### config.mk
export PLATFORM = sky130hd
export DESIGN_NAME = fetch_stage
export DESIGN_NICKNAME = d
export VERILOG_FILES = /design/src/rtl/fetch_stage_pkg.sv /design/src/rtl/fetch_fifo.sv /design/src/rtl/fetch_stage.sv
export SDC_FILE = /design/constraint.sdc
export NUM_CORES = 1
export LEC_CHECK = 0
export ABC_CLOCK_PERIOD_IN_PS = 6000
export CAP_MARGIN = 10
export CORE_MARGIN = 8
export CORE_UTILIZATION = 45
export DETAILED_ROUTE_END_ITERATION = 7
export PLACE_DENSITY = 0.8
export SYNTH_ARGS = -nofsm -noshare
export SYNTH_HDL_FRONTEND = slang
export SYNTH_SLANG_ARGS = --single-unit
### constraint.sdc
create_clock -name clock -period 6 [get_ports clock]
set_clock_uncertainty 0.15 [all_clocks]
set_input_delay 1.2 -clock clock [delete_from_list [all_inputs] [get_ports clock]]
set_output_delay 1.2 -clock clock [all_outputs]
set_load 0.005 [all_outputs]
### src/rtl/fetch_stage_pkg.sv
// Shared widths, defaults and the buffered-instruction bundle
// for the instruction-fetch stage.
package fetch_stage_pkg;

    localparam int PC_W    = 32;
    localparam int INSTR_W = 32;

    localparam logic [PC_W-1:0] PC_STEP_DEF  = 32'd4;
    localparam logic [PC_W-1:0] RESET_PC_DEF = 32'h0000_0000;

    typedef struct packed {
        logic [PC_W-1:0]    pc;
        logic [INSTR_W-1:0] instr;
    } fetch_entry_t;

    localparam int ENTRY_W = $bits(fetch_entry_t);

endpackage

### src/rtl/fetch_fifo.sv
// Synchronous FIFO with flush; a full FIFO accepts a push when
// it is popped in the same cycle.
module fetch_fifo
    import fetch_stage_pkg::*;
#(
    parameter int DEPTH = 2,
    parameter int DW    = ENTRY_W,
    localparam int CW   = $clog2(DEPTH + 1)
) (
    input  logic          clock,
    input  logic          reset,
    input  logic          flush,
    input  logic          push,
    input  logic [DW-1:0] push_data,
    input  logic          pop,
    output logic [DW-1:0] head,
    output logic          empty,
    output logic          full,
    output logic [CW-1:0] count
);

    localparam int PW = (DEPTH > 1) ? $clog2(DEPTH) : 1;
    localparam logic [CW-1:0] FULL_CNT = CW'(DEPTH);
    localparam logic [PW-1:0] LAST_PTR = PW'(DEPTH - 1);

    logic [DW-1:0] mem [DEPTH];
    logic [PW-1:0] rd_ptr;
    logic [PW-1:0] wr_ptr;
    logic [CW-1:0] cnt;
    logic          do_push;
    logic          do_pop;

    function automatic logic [PW-1:0] ptr_inc(input logic [PW-1:0] p);
        return (p == LAST_PTR) ? '0 : p + PW'(1);
    endfunction

    assign empty   = (cnt == '0);
    assign full    = (cnt == FULL_CNT);
    assign count   = cnt;
    assign do_pop  = pop && !empty;
    assign do_push = push && (!full || do_pop);
    assign head    = empty ? '0 : mem[rd_ptr];

    always_ff @(posedge clock) begin
        if (!reset) begin
            rd_ptr <= '0;
            wr_ptr <= '0;
            cnt    <= '0;
        end else if (flush) begin
            rd_ptr <= '0;
            wr_ptr <= '0;
            cnt    <= '0;
        end else begin
            if (do_push) wr_ptr <= ptr_inc(wr_ptr);
            if (do_pop)  rd_ptr <= ptr_inc(rd_ptr);
            cnt <= cnt + CW'(do_push) - CW'(do_pop);
        end
    end

    // Storage carries no reset; only the pointers define validity.
    always_ff @(posedge clock) begin
        if (reset && !flush && do_push) begin
            mem[wr_ptr] <= push_data;
        end
    end

endmodule

### src/rtl/fetch_stage.sv
// Instruction fetch: next-PC selection, credit-limited memory
// requests, stale-response dropping and the decode buffer.
module fetch_stage
    import fetch_stage_pkg::*;
#(
    parameter logic [PC_W-1:0] RESET_PC   = RESET_PC_DEF,
    parameter int              FIFO_DEPTH = 2,
    parameter logic [PC_W-1:0] PC_STEP    = PC_STEP_DEF
) (
    input  logic               clock,
    input  logic               reset,
    input  logic [PC_W-1:0]    pc_q,
    output logic [PC_W-1:0]    pc_d,
    input  logic               redirect_valid,
    input  logic [PC_W-1:0]    redirect_target,
    output logic               imem_req_valid,
    input  logic               imem_req_ready,
    output logic [PC_W-1:0]    imem_req_addr,
    input  logic               imem_resp_valid,
    input  logic [INSTR_W-1:0] imem_resp_data,
    output logic               out_valid,
    input  logic               out_ready,
    output logic [PC_W-1:0]    out_pc,
    output logic [INSTR_W-1:0] out_instr
);

    localparam int CW = $clog2(FIFO_DEPTH + 1);
    localparam logic [CW:0] CREDIT_MAX = (CW + 1)'(FIFO_DEPTH);

    logic [CW-1:0] outstanding;
    logic [CW-1:0] drop_cnt;
    logic [CW-1:0] out_count;
    logic [CW:0]   credit_sum;
    logic          credit_ok;
    logic          req_fire;
    logic          resp_fire;
    logic          discard;
    logic          out_push;
    logic          out_pop;
    logic          out_full;
    logic          out_empty;
    fetch_entry_t  out_entry;
    fetch_entry_t  out_head;
    logic [PC_W-1:0] inflight_pc;
    logic            inflight_empty;
    logic            unused_inflight_full;
    logic [CW-1:0]   unused_inflight_count;

    assign credit_sum = {1'b0, outstanding} + {1'b0, out_count};
    assign credit_ok  = credit_sum < CREDIT_MAX;

    assign imem_req_valid = reset && credit_ok && !redirect_valid;
    assign imem_req_addr  = pc_q;
    assign req_fire       = imem_req_valid && imem_req_ready;

    // A beat with nothing recorded in flight cannot be ours.
    assign resp_fire = reset && imem_resp_valid && !inflight_empty;
    assign discard   = (drop_cnt != '0) || redirect_valid;
    assign out_push  = resp_fire && !discard;
    assign out_pop   = out_valid && out_ready;

    assign out_entry.pc    = inflight_pc;
    assign out_entry.instr = imem_resp_data;

    always_comb begin
        pc_d = pc_q;
        if (!reset) begin
            pc_d = RESET_PC;
        end else if (redirect_valid) begin
            pc_d = redirect_target;
        end else if (req_fire) begin
            pc_d = pc_q + PC_STEP;
        end
    end

    always_ff @(posedge clock) begin
        if (!reset) begin
            outstanding <= '0;
            drop_cnt    <= '0;
        end else begin
            outstanding <= outstanding + CW'(req_fire) - CW'(resp_fire);
            // Everything still in flight after this cycle is stale.
            if (redirect_valid) begin
                drop_cnt <= outstanding - CW'(resp_fire);
            end else if (resp_fire && drop_cnt != '0) begin
                drop_cnt <= drop_cnt - CW'(1);
            end
        end
    end

    fetch_fifo #(
        .DEPTH (FIFO_DEPTH),
        .DW    (ENTRY_W)
    ) u_out_fifo (
        .clock     (clock),
        .reset     (reset),
        .flush     (redirect_valid),
        .push      (out_push),
        .push_data (out_entry),
        .pop       (out_pop),
        .head      (out_head),
        .empty     (out_empty),
        .full      (out_full),
        .count     (out_count)
    );

    fetch_fifo #(
        .DEPTH (FIFO_DEPTH),
        .DW    (PC_W)
    ) u_inflight (
        .clock     (clock),
        .reset     (reset),
        .flush     (1'b0),
        .push      (req_fire),
        .push_data (pc_q),
        .pop       (resp_fire),
        .head      (inflight_pc),
        .empty     (inflight_empty),
        .full      (unused_inflight_full),
        .count     (unused_inflight_count)
    );

    assign out_valid = !out_empty;
    assign out_pc    = out_head.pc;
    assign out_instr = out_head.instr;

endmodule

==> results by stage <==
Yosys:
- Of all flip-flops after synthesis, the portion carrying an async set or reset was 0%.
- After synthesis, the most frequently instantiated cells are sky130_fd_sc_hd__edfxtp_1 (192), sky130_fd_sc_hd__nor2_1 (126), sky130_fd_sc_hd__mux2i_1 (99).
- The cell area that synthesis handed to floorplanning was 9410 um2.
- The leading area contributor after synthesis is sky130_fd_sc_hd__edfxtp_1.
- Counting flops and latches in the post-synthesis netlist gives 206.
- For this run, the number of Yosys warnings is 0.
- In the post-synthesis netlist, the cell with the most instances is sky130_fd_sc_hd__edfxtp_1.
- The synthesized instance count is 728.
- The sequential cell area fraction in the yosys report is 64.3%.
- In the post-synthesis netlist, the biggest area contributors are sky130_fd_sc_hd__edfxtp_1 (61%), sky130_fd_sc_hd__mux2i_1 (11%), sky130_fd_sc_hd__nor2_1 (5.0%).
- Counting flops with a built-in enable in the synthesized netlist gives 192.
- The average cell area after synthesis is 12.9 um2.
- The count of distinct cell types in the synthesized netlist is 50.
- The number of nets in the synthesized netlist is 839.
- The most used flip-flop cell after synthesis is sky130_fd_sc_hd__edfxtp_1.
- The area fraction of the dominant cell type after synthesis is 61.3%.

Worst setup path:
- The critical register-to-register path startpoint is u_out_fifo.count[0].
- The worst setup path category is input port to primary output.
- The worst flop-to-flop path endpoint is outstanding[1].
- In this run the worst path has a maximum fanout of 12.
- The setup slack on the worst flop-to-flop path is 2.38 ns.
- The required time at the worst-slack endpoint is 4.65 ns.
- The data arrival time of the critical path is 4.11 ns.
- The endpoint type of the worst setup path is a primary output.
- The logic depth of the worst register-to-register path is 12.
- STA classifies the critical path startpoint as an input port.

STA:
- Timing would allow up to 183 MHz.
- The total count of max-transition violations in the final report came to 0.
- The tightest slew margin relative to the limit is 27.5%.
- Setup violations remaining at the end of the flow were counted as 0.
- The post-route minimum period is 5.46 ns.
- After routing, the total negative slack on setup checks comes to 0 ns.
- Setup repair after global routing left no endpoint under its margin.
- For the pin with the worst max-slew slack, the measured transition is 1.09 ns.
- The number of hold-slack violations in the final timing report is 0.
- The part of the cycle the worst path needs is 91.1%.
- The worst hold-check slack is 0.360 ns.

Floorplanning:
- The region available for standard cell placement spans 20800 um2.
- From bottom edge to top edge, the die measures 161 um.
- The initial core utilization is 45.3%.
- The count of standard-cell rows is 53.
- The overall die area is 25800 um2.
- The die is 161 um wide.
- 232 I/O pins were placed.

Routing:
- In the routed design, unresolved DRC markers number 0.
- The DRC violation total after the first TritonRoute iteration is 527.
- The count of nets left with antenna violations once routing finished came out at 0.
- The post-detailed-route wirelength per cell is 20.3 um.
- Summed over all layers, the routed wires come to 24800 um.
- The first detailed-routing pass took 5 iterations.
- Dividing the detail-routed via count by the number of cells gives 5.38.
- The vias after detailed routing is 6567.

Cells and area:
- The post-route netlist has 6.35% of its cells at a drive strength greater than 1.
- The growth of design area from synthesis to finish is 33.1%.
- The final-layout fill cell count is 1626.
- At the end of the flow, the number of nets in the layout was 1043.
- The number of diodes added for antenna fixing is 0.

Clocking:
- The post-cts sizing count is 0.
- For this design, the CTS-stage hold fixing added 0 buffers.
- The clock insertion delay at the later pin of the skew report is 0.48 ns.
- The number of buffers between clock root and the deepest sink is 3.
- In this run the number of H-tree levels came out at 1.
- For this design, the sink count on the clock tree is 206.
- The number of buffers added for setup after CTS is 0.
- TritonCTS created 21 clock buffers.
- The clock input transition at the sequential cells of the worst setup and hold paths is 0.06 ns.
- The clock root buffer is sky130_fd_sc_hd__clkbuf_16.
- TritonCTS built the clock tree.

Placed design:
- Routability-driven placement finished with a final weighted congestion of 0.895.
- The count of buffers from port buffering is 231.
- Detailed placement finished with a half-perimeter wire length of 17600 um.

Worst hold path:
- Counting instances, the worst hold path has a depth of 2.
- The path type of the worst min-delay path is flop to flop.
- The startpoint identified for the worst hold timing path is u_inflight.rd_ptr.

Global routing:
- For this run, the total global-route usage over all layers was measured as 18.4%.
- The total global routing overflow is 0.
- The pin count of the biggest net entering global routing is 65.
- The wire length of the first global-routing pass is 37600 um.
- The number of antenna violations at the first check in global routing is 0.
- The number of global-route vias before repair is 6651.

Power:
- The total leakage power is 4.07 nW.
- IR analysis of the VDD net gives a maximum drop of 0.122 mV.
- The power density relative to cell area is 254 nW/um2.

Run status:
- The flow ran to the end, and the final reports show no timing, DRC or antenna violations.

Job:
- The max-capacitance violation count is 0.
routing by layer:
metal | part of all wire, % | vias up | wire, um | global-route usage, %
li1 | - | 3094 | - | -
met1 | 39 | 3140 | 9790 | 21.4
met2 | 51 | 272 | 12600 | 33.3
met3 | 7.2 | 61 | 1780 | 3.84
met4 | 2.7 | 0 | 678 | 6.03
met5 | 0 | - | 0 | 0
cell families after synthesis:
kind of cell	after synthesis	synth area share (%)
compound gates	68	4.73
xor+xnor	19	1.77
fa+ha+maj	9	1.28
buf+inv	83	4.71
flops	206	64.3
mux	100	10.7
simple gates	243	12.6
how the worst max path moves through the flow:
stage	startpoint	to	slack [ns]
6_report	reset	pc_d[19]	0.54
3_5_place_dp	reset	pc_d[19]	0.57
2_1_floorplan	reset	u_out_fifo.mem[0][0]	0.16
5_1_grt	u_out_fifo.count[0]	pc_d[19]	0.37
4_1_cts	reset	pc_d[19]	0.56
3_3_place_gp	reset	pc_d[19]	0.62
final cells by class:
| class | count | area [um2] | share of cell area (%) |
|---|---|---|---|
| multi-input cells | 439 | 2950 | 23.6 |
| clock buffers | 25 | 541 | 4.32 |
| clock inverters | 11 | 103 | 0.819 |
| well taps | 275 | 344 | 2.75 |
| repair buffers | 250 | 2480 | 19.8 |
| inverters | 14 | 52.6 | 0.420 |
| flip-flops and latches | 206 | 6050 | 48.3 |
sequential cells by signal, indices dropped and copies added (netlist names), named ones only:
signal and count:
u_out_fifo.wr_ptr 1, u_inflight.mem 64, u_out_fifo.count 2, u_inflight.wr_ptr 1
u_inflight.count 2, drop_cnt 2, outstanding 2, u_inflight.rd_ptr 1
u_out_fifo.rd_ptr 1, u_out_fifo.mem 128
critical path, stage by stage:
cell and delay [ns]:
sky130_fd_sc_hd__clkdlybuf4s50_1 0.47, sky130_fd_sc_hd__or4b_4 0.57, sky130_fd_sc_hd__inv_2 0.17, sky130_fd_sc_hd__nand4_1 0.39
sky130_fd_sc_hd__or4_1 0.60, sky130_fd_sc_hd__a31oi_1 0.18, sky130_fd_sc_hd__clkdlybuf4s50_1 0.52
metrics by stage:
step | instance area (um2) | cells | setup WS, ns | util, % | power, mW
final | 12500 | 1220 | 0.537 | 60.3 | 3.18
after global routing | 12500 | 1220 | 0.368 | 60.3 | 3.28
after CTS | 12500 | 1220 | 0.561 | 60.3 | 3.21
after detailed placement | 11900 | 1184 | 0.566 | 57.2 | 1.98
after global placement | 11900 | 1184 | 0.617 | 57.2 | 1.98
after floorplan | 9410 | 728 | 0.158 | - | 1.79
placed cells by master (no fill, tap or decap), drive strengths merged, types with 4 or more instances in the layout:
master and count:
xnor2 11, a211oi 5, a21oi 7, nand3 8, or3 9, nor2 126, nand4 20, nor4 10
mux2i 99, and4 4, xor2 8, dfxtp 14, or4 4, edfxtp 192, a31oi 8, nor2b 7
o211ai 4, nand2 19, nor3b 4, o21ai 26, inv 13, clkdlybuf4s50 231, buf 19, clkinv 9
clkbuf 25, and2 8, a311oi 5, nor3 6, and3 11, ha 8
report_power, final:
part	switching, mW	leakage [nW]	internal, mW
clock	0.505	0.314	0.726
combinational	0.160	1.87	0.172
sequential	0.0208	1.88	1.60
(Power assumes the default switching activity.)
